File: src/rtl/in_wrapper_top.sv
// Input-side wrapper for the FP adder: collects operands A and B over a four-phase
// dataReady/dataAccepted handshake, then pulses startFP. Optional macro: IN_WRAPPER_SPECIAL_EN.
module in_wrapper_top #(
  parameter int WIDTH     = 32,
  parameter bit WAIT_DONE = 1'b1
) (
  input  logic             clk,
  input  logic             rst,
  input  logic             dataReady,
  input  logic [WIDTH-1:0] inBus,
  input  logic             doneFP,
  output logic             dataAccepted,
  output logic             startFP,
  output logic             inBusy,
  output logic [WIDTH-1:0] opA,
  output logic [WIDTH-1:0] opB
`ifdef IN_WRAPPER_SPECIAL_EN
  ,
  output logic [1:0]       opSpecial
`endif
);

  localparam logic [2:0] S_IDLE_A = 3'd0;
  localparam logic [2:0] S_LOAD_A = 3'd1;
  localparam logic [2:0] S_ACK_A  = 3'd2;
  localparam logic [2:0] S_IDLE_B = 3'd3;
  localparam logic [2:0] S_LOAD_B = 3'd4;
  localparam logic [2:0] S_ACK_B  = 3'd5;
  localparam logic [2:0] S_START  = 3'd6;
  localparam logic [2:0] S_BUSY   = 3'd7;

  logic [2:0]       state_q, state_d;
  logic [WIDTH-1:0] op_a_q, op_a_d;
  logic [WIDTH-1:0] op_b_q, op_b_d;
  logic             data_accepted_q, data_accepted_d;
  logic             start_fp_q, start_fp_d;
  logic             in_busy_q, in_busy_d;

  // State, operand and output registers; outputs are decoded from the next state so
  // they stay a pure function of the current state while coming straight from flops.
  always_ff @(posedge clk or posedge rst) begin
    if (rst) begin
      state_q         <= S_IDLE_A;
      op_a_q          <= {WIDTH{1'b0}};
      op_b_q          <= {WIDTH{1'b0}};
      data_accepted_q <= 1'b0;
      start_fp_q      <= 1'b0;
      in_busy_q       <= 1'b0;
    end else begin
      state_q         <= state_d;
      op_a_q          <= op_a_d;
      op_b_q          <= op_b_d;
      data_accepted_q <= data_accepted_d;
      start_fp_q      <= start_fp_d;
      in_busy_q       <= in_busy_d;
    end
  end

  // Next-state and operand capture; a held dataReady in ACK_x never counts as a new word.
  always_comb begin
    state_d = state_q;
    op_a_d  = op_a_q;
    op_b_d  = op_b_q;
    case (state_q)
      S_IDLE_A: begin
        if (dataReady) state_d = S_LOAD_A;
        else           state_d = S_IDLE_A;
      end
      S_LOAD_A: begin
        op_a_d  = inBus;
        state_d = S_ACK_A;
      end
      S_ACK_A: begin
        if (dataReady) state_d = S_ACK_A;
        else           state_d = S_IDLE_B;
      end
      S_IDLE_B: begin
        if (dataReady) state_d = S_LOAD_B;
        else           state_d = S_IDLE_B;
      end
      S_LOAD_B: begin
        op_b_d  = inBus;
        state_d = S_ACK_B;
      end
      S_ACK_B: begin
        if (dataReady) state_d = S_ACK_B;
        else           state_d = S_START;
      end
      S_START: begin
        if (WAIT_DONE) state_d = S_BUSY;
        else           state_d = S_IDLE_A;
      end
      S_BUSY: begin
        if (doneFP) state_d = S_IDLE_A;
        else        state_d = S_BUSY;
      end
      default: begin
        state_d = S_IDLE_A;
      end
    endcase
  end

  // Moore output decode of the state being entered.
  always_comb begin
    data_accepted_d = 1'b0;
    start_fp_d      = 1'b0;
    in_busy_d       = 1'b0;
    case (state_d)
      S_ACK_A, S_ACK_B: begin
        data_accepted_d = 1'b1;
      end
      S_START: begin
        start_fp_d = 1'b1;
        in_busy_d  = 1'b1;
      end
      S_BUSY: begin
        in_busy_d = 1'b1;
      end
      default: begin
        data_accepted_d = 1'b0;
        start_fp_d      = 1'b0;
        in_busy_d       = 1'b0;
      end
    endcase
  end

  assign dataAccepted = data_accepted_q;
  assign startFP      = start_fp_q;
  assign inBusy       = in_busy_q;
  assign opA          = op_a_q;
  assign opB          = op_b_q;

`ifdef IN_WRAPPER_SPECIAL_EN
  // Exponent all-ones flags Inf/NaN operands; assumes single-precision layout.
  assign opSpecial = {&op_b_q[30:23], &op_a_q[30:23]};
`endif

endmodule

File: config.mk
export PLATFORM = sky130hd
export DESIGN_NAME = in_wrapper_top
export DESIGN_NICKNAME = d
export VERILOG_FILES = /design/src/rtl/in_wrapper_top.sv
export SDC_FILE = /design/constraint.sdc
export NUM_CORES = 1
export LEC_CHECK = 0
export BUFFER_PORTS_ARGS = -buffer_cell sky130_fd_sc_hd__clkbuf_2
export CELL_PAD_IN_SITES_DETAIL_PLACEMENT = 1
export CELL_PAD_IN_SITES_GLOBAL_PLACEMENT = 2
export CORE_ASPECT_RATIO = 0.75
export CORE_MARGIN = 1
export CORE_UTILIZATION = 29
export DETAILED_ROUTE_END_ITERATION = 8
export PLACE_DENSITY = 0.73
export SYNTH_ARGS = -nofsm -noshare
export SYNTH_HDL_FRONTEND = slang
export SYNTH_SLANG_ARGS = --single-unit
File: constraint.sdc
create_clock -name clk -period 1.9 [get_ports clk]
set_input_delay 0.095 -clock clk [delete_from_list [all_inputs] [get_ports clk]]
set_output_delay 0.095 -clock clk [all_outputs]
set_load 0.02 [all_outputs]
---- Word-level counts from Yosys, hierarchy flattened ----
Index checks and enable logic that the tools add are counted.
storage, ports and cells
  flip-flop bits (word level) ............. 70
  input port bits ......................... 36
  output and inout port bits .............. 67
  word-level logic and storage cells ...... 29
operators by class
  equal/unequal tests ..................... 11
  mux-type cells .......................... 9
  reduce and logical (&&, ||, !) cells .... 3
operators with widths
  kind                                           count
  one-hot mux 3 bit (8 select lines)             1
  == test 3 bit, second input constant           7
  == test 3 x 2 -> 1 bit, second input constant  3
  two-way mux 3 bit                              2
  two-way mux 1 bit                              5
  OR reduction 2 bit                             2
  == test 3 x 1 -> 1 bit, second input constant  1
  logical NOT 3 bit                              1
  two-way mux 2 bit                              1

---- Logic depth before layout (Yosys ltp) ----
Gate-level depths: netlist (run 1).
  depth in word-level cells ............... 5
  gate-level depth with buffers ........... 4
  gate-level depth less buffers ........... 2

---- Least setup slack after synthesis (run 1) ----
Ideal clock, no wire load.
  path type ............................... reg-to-reg
  from .................................... register state_q[1]
  to ...................................... register op_a_q[13], in the netlist opA[13]
  data arrival time ....................... 1.347 ns
  data required time ...................... 1.775 ns
  slack ................................... 0.428 ns
  stages on the path, launching flop included .. 5
  buffers on the path ..................... 2
  path through ............................ dfrtp_1 > buf_6 > nor3b_4 > buf_6 > mux2_2
on the way
  cells in the longest elaborated chain, start to end .. 1
RTL lines
  item                    line  RTL
  from (decl)             32    logic [2:0] state_q, state_d;
  from (signal assigned)  50    state_q <= state_d;
  == test 3 x 1 -> 1 bit  64    case (state_q)
  to (signal assigned)    44    op_a_q <= {WIDTH{1'b0}};
  to (signal assigned)    51    op_a_q <= op_a_d;
  to (decl)               33    logic [WIDTH-1:0] op_a_q, op_a_d;
Every way passes these cells.
A chain may end at the register's enable or synchronous reset.

---- Worst setup path after layout (run 1) ----
  from .................................... register state_q[2]
  to ...................................... register op_b_q[28], in the netlist opB[28]
on the way
  cells in the longest elaborated chain, start to end .. 1
RTL lines
  item                  line  RTL
  == test 3 bit         64
  to (signal assigned)  45    op_b_q <= {WIDTH{1'b0}};
  to (signal assigned)  52    op_b_q <= op_b_d;
  to (decl)             34    logic [WIDTH-1:0] op_b_q, op_b_d;
Every way passes these cells.

==> results of run 1 <==
-- sequential cells by signal (all words and copies together) (netlist names) --
signal        count
state_q           3
opA              32
inBusy            1
opB              32
dataAccepted      1
startFP           1
-- where the power goes --
group,leakage [nW],internal (mW),switching (mW)
clock,0.132,0.911,0.581
combinational,0.805,1.33,1.68
sequential,0.837,2.25,0.469
total,1.77,4.49,2.73
-- area by class of cell --
type                    instances  area [um2]  share of cell area (%)
inverters                       1       3.754                  0.1015
multi-input cells              85       893.4                   24.15
repair buffers                113       620.6                   16.78
well taps                     128       160.2                   4.330
flip-flops and latches         70        1752                   47.36
clock inverters                 4       22.52                  0.6089
clock buffers                  12       246.5                   6.664
-- worst max-delay path: cells and delay by family, from the launching register on --
kind | cells | cell delay, ns
simple gates | 1 | 0.27
buf+inv | 1 | 0.32
mux | 1 | 0.38
flops | 1 | 0.59
-- layer usage --
metal	track usage (%)	part of all wire, %
met1	18.71	49
met2	19.39	42
met3	6.078	7.7
met4	4.604	1.2
met5	0	0
-- cell families (layout without fill, tap and decap cells) --
family | after synthesis | in the layout | share of synthesized area, %
DFF | 70 | 70 | 64.25
muxes | 65 | 65 | 26.80
and+or+nand+nor | 14 | 14 | 3.992
buffers and inverters | 10 | 130 | 2.983
AOI/OAI and AO/OA | 6 | 6 | 1.974
-- path summary, 6_finish.rpt --
kind / startpoint / to / depth (start not counted)
worst max-delay path: state_q[2] / opB[28] / 3
worst min-delay path: inBus[26] / opB[26] / 2
worst max register to register: state_q[2] / opB[28] / 3
worst min register to register: opA[10] / opA[10] / 1
max in group asynchronous: rst / opA[10] / 4
min in group asynchronous: rst / opA[21] / 3
-- repair_timing --
item                                   4_1_cts  5_1_grt
endpoints found under the hold margin       27        0
gates resized for setup                      0        0
hold buffers                                 6        0
-- cell usage in the layout (no fill, tap or decap) --
cell           synthesis  routed
mux2i_1                1       1
a221o_1                1       1
clkbuf_1               0       2
nand3_1                1       1
a21boi_0               1       1
o22a_1                 1       1
clkinvlp_4             0       1
buf_4                  3       4
inv_2                  0       1
nand2_1                2       2
buf_12                 0       1
o2bb2ai_1              1       1
nor3_1                 1       1
nor4bb_1               1       1
nor3b_4                2       2
clkbuf_16              0       9
nor2b_1                4       4
nand2b_1               3       3
mux2_2                58      58
o211a_1                1       1
dlygate4sd3_1          0       6
clkbuf_8               0       1
dfrtp_1               70      70
a211o_1                1       1
clkinv_2               0       3
clkbuf_2               0     102
mux2_1                 6       6
-- stage by stage --
step                      utilization [%]  hold slack [ns]  total power, mW  setup WS, ns  cell area, um2
after global routing                40.72         0.006985            7.712        0.1238            3699
final                               40.72          0.01675            7.222        0.2220            3699
after CTS                           40.72         0.001144            7.354        0.2136            3699
after detailed placement            37.09           0.1671            5.799        0.2275            3369
after floorplan                         -           0.1651            4.774       0.03679            2726
after global placement              37.09           0.1629            5.708        0.2643            3369
==> key figures, run 1 <==
Status
  • Status: finished, final reports clean

Cells and area
  • Nets: 316
  • Fin cells: 413
  • Layout cells sized above 1: 63.86%
  • Layout area overhead: 35.66%
  • # fillers: 995
  • Antenna diodes: 0

Worst setup path
  • Slowest-stage cell, CP: dfrtp_1
  • Setup Crit Path Kind: flip-flop to flip-flop
  • CP max FO: 19
  • WP data arrival: 1.88 ns
  • Startpoint types: flip-flop
  • Crit. End Element: flip-flop
  • CP required: 2.10 ns
  • Crit path cell chain: nor3b_4 -> buf_4 -> mux2_2
  • Max incr delay on CP: 0.59 ns
  • R2R setup slack: 0.22 ns

Power and ir drop
  • Power density cells: 1953 nW/um2
  • VDD IR max: 709.8 uV
  • Leakage power: 1.775 nW

CTS
  • CTS sink count: 70
  • # H-tree levels: 3
  • Clock Root Buffer: clkbuf_16
  • Clk_lat worst skew: 0.32 ns
  • Num CTS Buffers: 9
  • Clock Pin Slew Worst Setup and Hold Paths: 0.05 ns
  • CTS tree: yes
  • Clock buffer depth: 2
  • Post-CTS setup buffer count: 0

Synthesis
  • Most common cell in the synthesized netlist: dfrtp_1
  • EDFF count, synth: 0
  • Syn. warnings: 0
  • Sequential area share after synthesis: 64.25%
  • Top post-synthesis cells by count: dfrtp_1, mux2_2, mux2_1
  • Mapped cell area: 2726 um2
  • #FFs+latches synth: 70
  • Mean Syn Cell Area: 16.52 um2
  • Leading area contributor after synthesis: dfrtp_1
  • Area contributors post-synth: dfrtp_1, mux2_2, mux2_1, buf_6, nor3b_4
  • Synthesized net count: 201
  • Synth top area share: 64.25%
  • Primary FF master, synth: dfrtp_1
  • Mapped Cells: 165
  • Async S/R FF share, synth: 100.0%
  • Unique masters post-synth: 21

GRT
  • First-pass GRT wire length: 9.984 mm
  • Total overflow reported by the global router: 0
  • Overall Global Routing Usage: 13.74%
  • Largest net degree at the start of global routing: 49
  • Vias in the first global route: 1897
  • Initial antenna violation count: 0

Routing
  • WL final: 5.982 mm
  • Residual DRC: 0
  • Drt initial violations: 53
  • Vias post-DR: 1771
  • DR pass1 iterations: 3
  • Avg Vias per Cell: 4.288
  • Detail Route Antenna Nets: 0
  • WL/cell: 14.48 um

Placed design
  • Placed Instances: 391
  • Final GP Congestion: 0.6859
  • I/O Buffers: 102
  • Dpl hpwl: 4.247 mm

Die
  • Overall die width: 114.0 um
  • Row cnt: 30
  • Die Ht: 85.97 um
  • Number of I/O pins: 103
  • Core area: 9084 um2
  • Initial Utilization: 30.01%
  • Die area: 9797 um2

Timing
  • Worst-Margin Slew: 0.5302 ns
  • Max frequency: 596.0 MHz
  • Fin Setup TNS: 0 ns
  • Clock Skew: 0.003084 ns
  • Rel. slew slack: 64.60%
  • Fin crit share: 88.31%
  • Fin. max-slew vios: 0
  • Min Tclk post-route: 1.678 ns
  • Setup violations, final: 0
  • Final Hold Vio Count: 0
  • Unrepaired setup endpoints after global routing: false

Job
  • Max-Cap Viols: 0

Worst hold path
  • Worst Hold Class: input port to flip-flop
Note: power is estimated with default switching activity, not from simulation.
==> run 2: changes to the inputs <==
Settings changed: CTS_CLUSTER_DIAMETER set to 60, REMOVE_ABC_BUFFERS set to 1.
==> run 2 against run 1 <==
Sequential power about the same; final cell count increased by 1.9%; highest routed layer unchanged; combinational power increased by 2%; largest power group unchanged.
==> key figures, run 2 (synthesized netlist as in run 1, its figures left out) <==
Routing
  • M1 WL: 2.857 mm
  • Drt initial violations: 38
  • WL met3: 478 um
  • DR pass1 iterations: 4
  • Met2 wire len: 2.895 mm
  • Detail Route Antenna Nets: 0
  • Residual DRC: 0
  • WL final: 6.330 mm
  • Max layer used: met4
  • WL/cell: 15.04 um
  • Avg Vias per Cell: 4.354
  • Vias post-DR: 1833

Die
  • Initial Utilization: 30.01%
  • Die Ht: 85.97 um
  • Overall die width: 114.0 um
  • Core area: 9084 um2
  • Die area: 9797 um2
  • Row cnt: 30
  • Number of I/O pins: 103

Worst setup path
  • Startpoint types: flip-flop
  • CP required: 2.11 ns
  • CP max FO: 32
  • Setup Crit Path Kind: flip-flop to flip-flop
  • WP data arrival: 1.87 ns
  • Crit. End Element: flip-flop

Timing
  • Max frequency: 605.4 MHz
  • Setup violations, final: 0
  • Final Hold Vio Count: 0
  • Setup WS post-layout: 0.2483 ns
  • Clock Skew: 0.007567 ns
  • Rel. slew slack: 69.67%
  • Fin. max-slew vios: 0
  • Worst-Margin Slew: 0.4549 ns
  • Min Tclk post-route: 1.652 ns
  • Min Hold Slack: 0.01350 ns
  • Fin Setup TNS: 0 ns
  • Fin crit share: 86.93%
  • Unrepaired setup endpoints after global routing: false

GRT
  • First-pass GRT wire length: 10.17 mm
  • Total overflow reported by the global router: 0
  • Largest net degree at the start of global routing: 44
  • Initial antenna violation count: 0
  • Overall Global Routing Usage: 14.06%
  • Vias in the first global route: 1912

CTS
  • Clock buffer depth: 2
  • CTS sink count: 70
  • Num CTS Buffers: 9
  • Clock Pin Slew Worst Setup and Hold Paths: 0.06 ns
  • Clock Root Buffer: clkbuf_16
  • Post-CTS setup buffer count: 0
  • Clk_lat worst skew: 0.33 ns
  • # H-tree levels: 3
  • CTS tree: yes

Job
  • Max-Cap Viols: 0

Cells and area
  • Fin util: 42.74%
  • Most frequent cells in the layout: clkbuf_2, dfrtp_1, mux2_2
  • Fin cells: 421
  • Finished Cell Area: 3882 um2
  • Antenna diodes: 0
  • Layout area overhead: 42.40%
  • Nets: 324
  • Most common cell after layout, fill and taps aside: clkbuf_2
  • Layout cells sized above 1: 62.80%
  • # fillers: 981

Placed design
  • Dpl cell area: 3395 um2
  • DP Worst Slack: 0.2341 ns
  • Dpl hpwl: 4.383 mm
  • Placed Instances: 391
  • Final GP Congestion: 0.7049
  • I/O Buffers: 102

Worst hold path
  • Worst Hold Class: input port to flip-flop

Power and ir drop
  • Tot Pwr: 7.725 mW
  • Leakage power: 1.854 nW
  • VDD IR max: 888.1 uV
  • Power density cells: 1990 nW/um2

Status
  • Status: finished, final reports clean
-- run 2: cell count changes in the layout (fill, tap and decap cells not counted), sizes merged --
cell / previous run / this run
clkinvlp: 1 / 0
dlygate4sd3: 6 / 14
bufinv: 0 / 3
clkbuf: 114 / 112
-- run 2: worst max-delay path, stage by stage (launching register included) --
cell and delay [ns]:
dfrtp_1 0.59, nor3b_4 0.33, buf_12 0.25, mux2_2 0.36
-- run 2: timing repair --
item,in CTS,in global routing
hold buffers,14,0
endpoints found under the hold margin,33,0
resized for setup,0,0
-- run 2: path summary, 6_finish.rpt --
kind,start,depth (start not counted),end,slack (ns)
max in group asynchronous,rst,4,opA[5],1.09
setup / recovery,state_q[2],3,opB[9],0.25
setup reg to reg,state_q[2],3,opB[9],0.25
hold / removal,inBus[25],2,opA[25],0.01
hold reg to reg,opA[11],1,opA[11],0.49
min in group asynchronous,rst,3,dataAccepted,0.27
-- run 2: power by group --
part           leakage, nW  switching [mW]  internal (mW)  total (mW)
sequential           0.837           0.470           2.25        2.72
combinational        0.844            1.69           1.37        3.06
clock                0.172           0.629           1.31        1.94
-- run 2: layout make-up --
cell class              instances  area [um2]  share of cell area [%]
clock buffers                  10       239.0                   6.155
clock inverters                 6       108.9                   2.804
inverters                       1       3.754                 0.09668
multi-input cells              85       893.4                   23.01
flip-flops and latches         70        1752                   45.12
well taps                     128       160.2                   4.125
repair buffers                121       725.7                   18.69
-- run 2: routing by layer --
layer,global-route usage [%],vias to the layer above
met5,0,-
met4,6.021,0
met3,6.431,9
met2,21.27,71
met1,17.32,926
li1,-,827
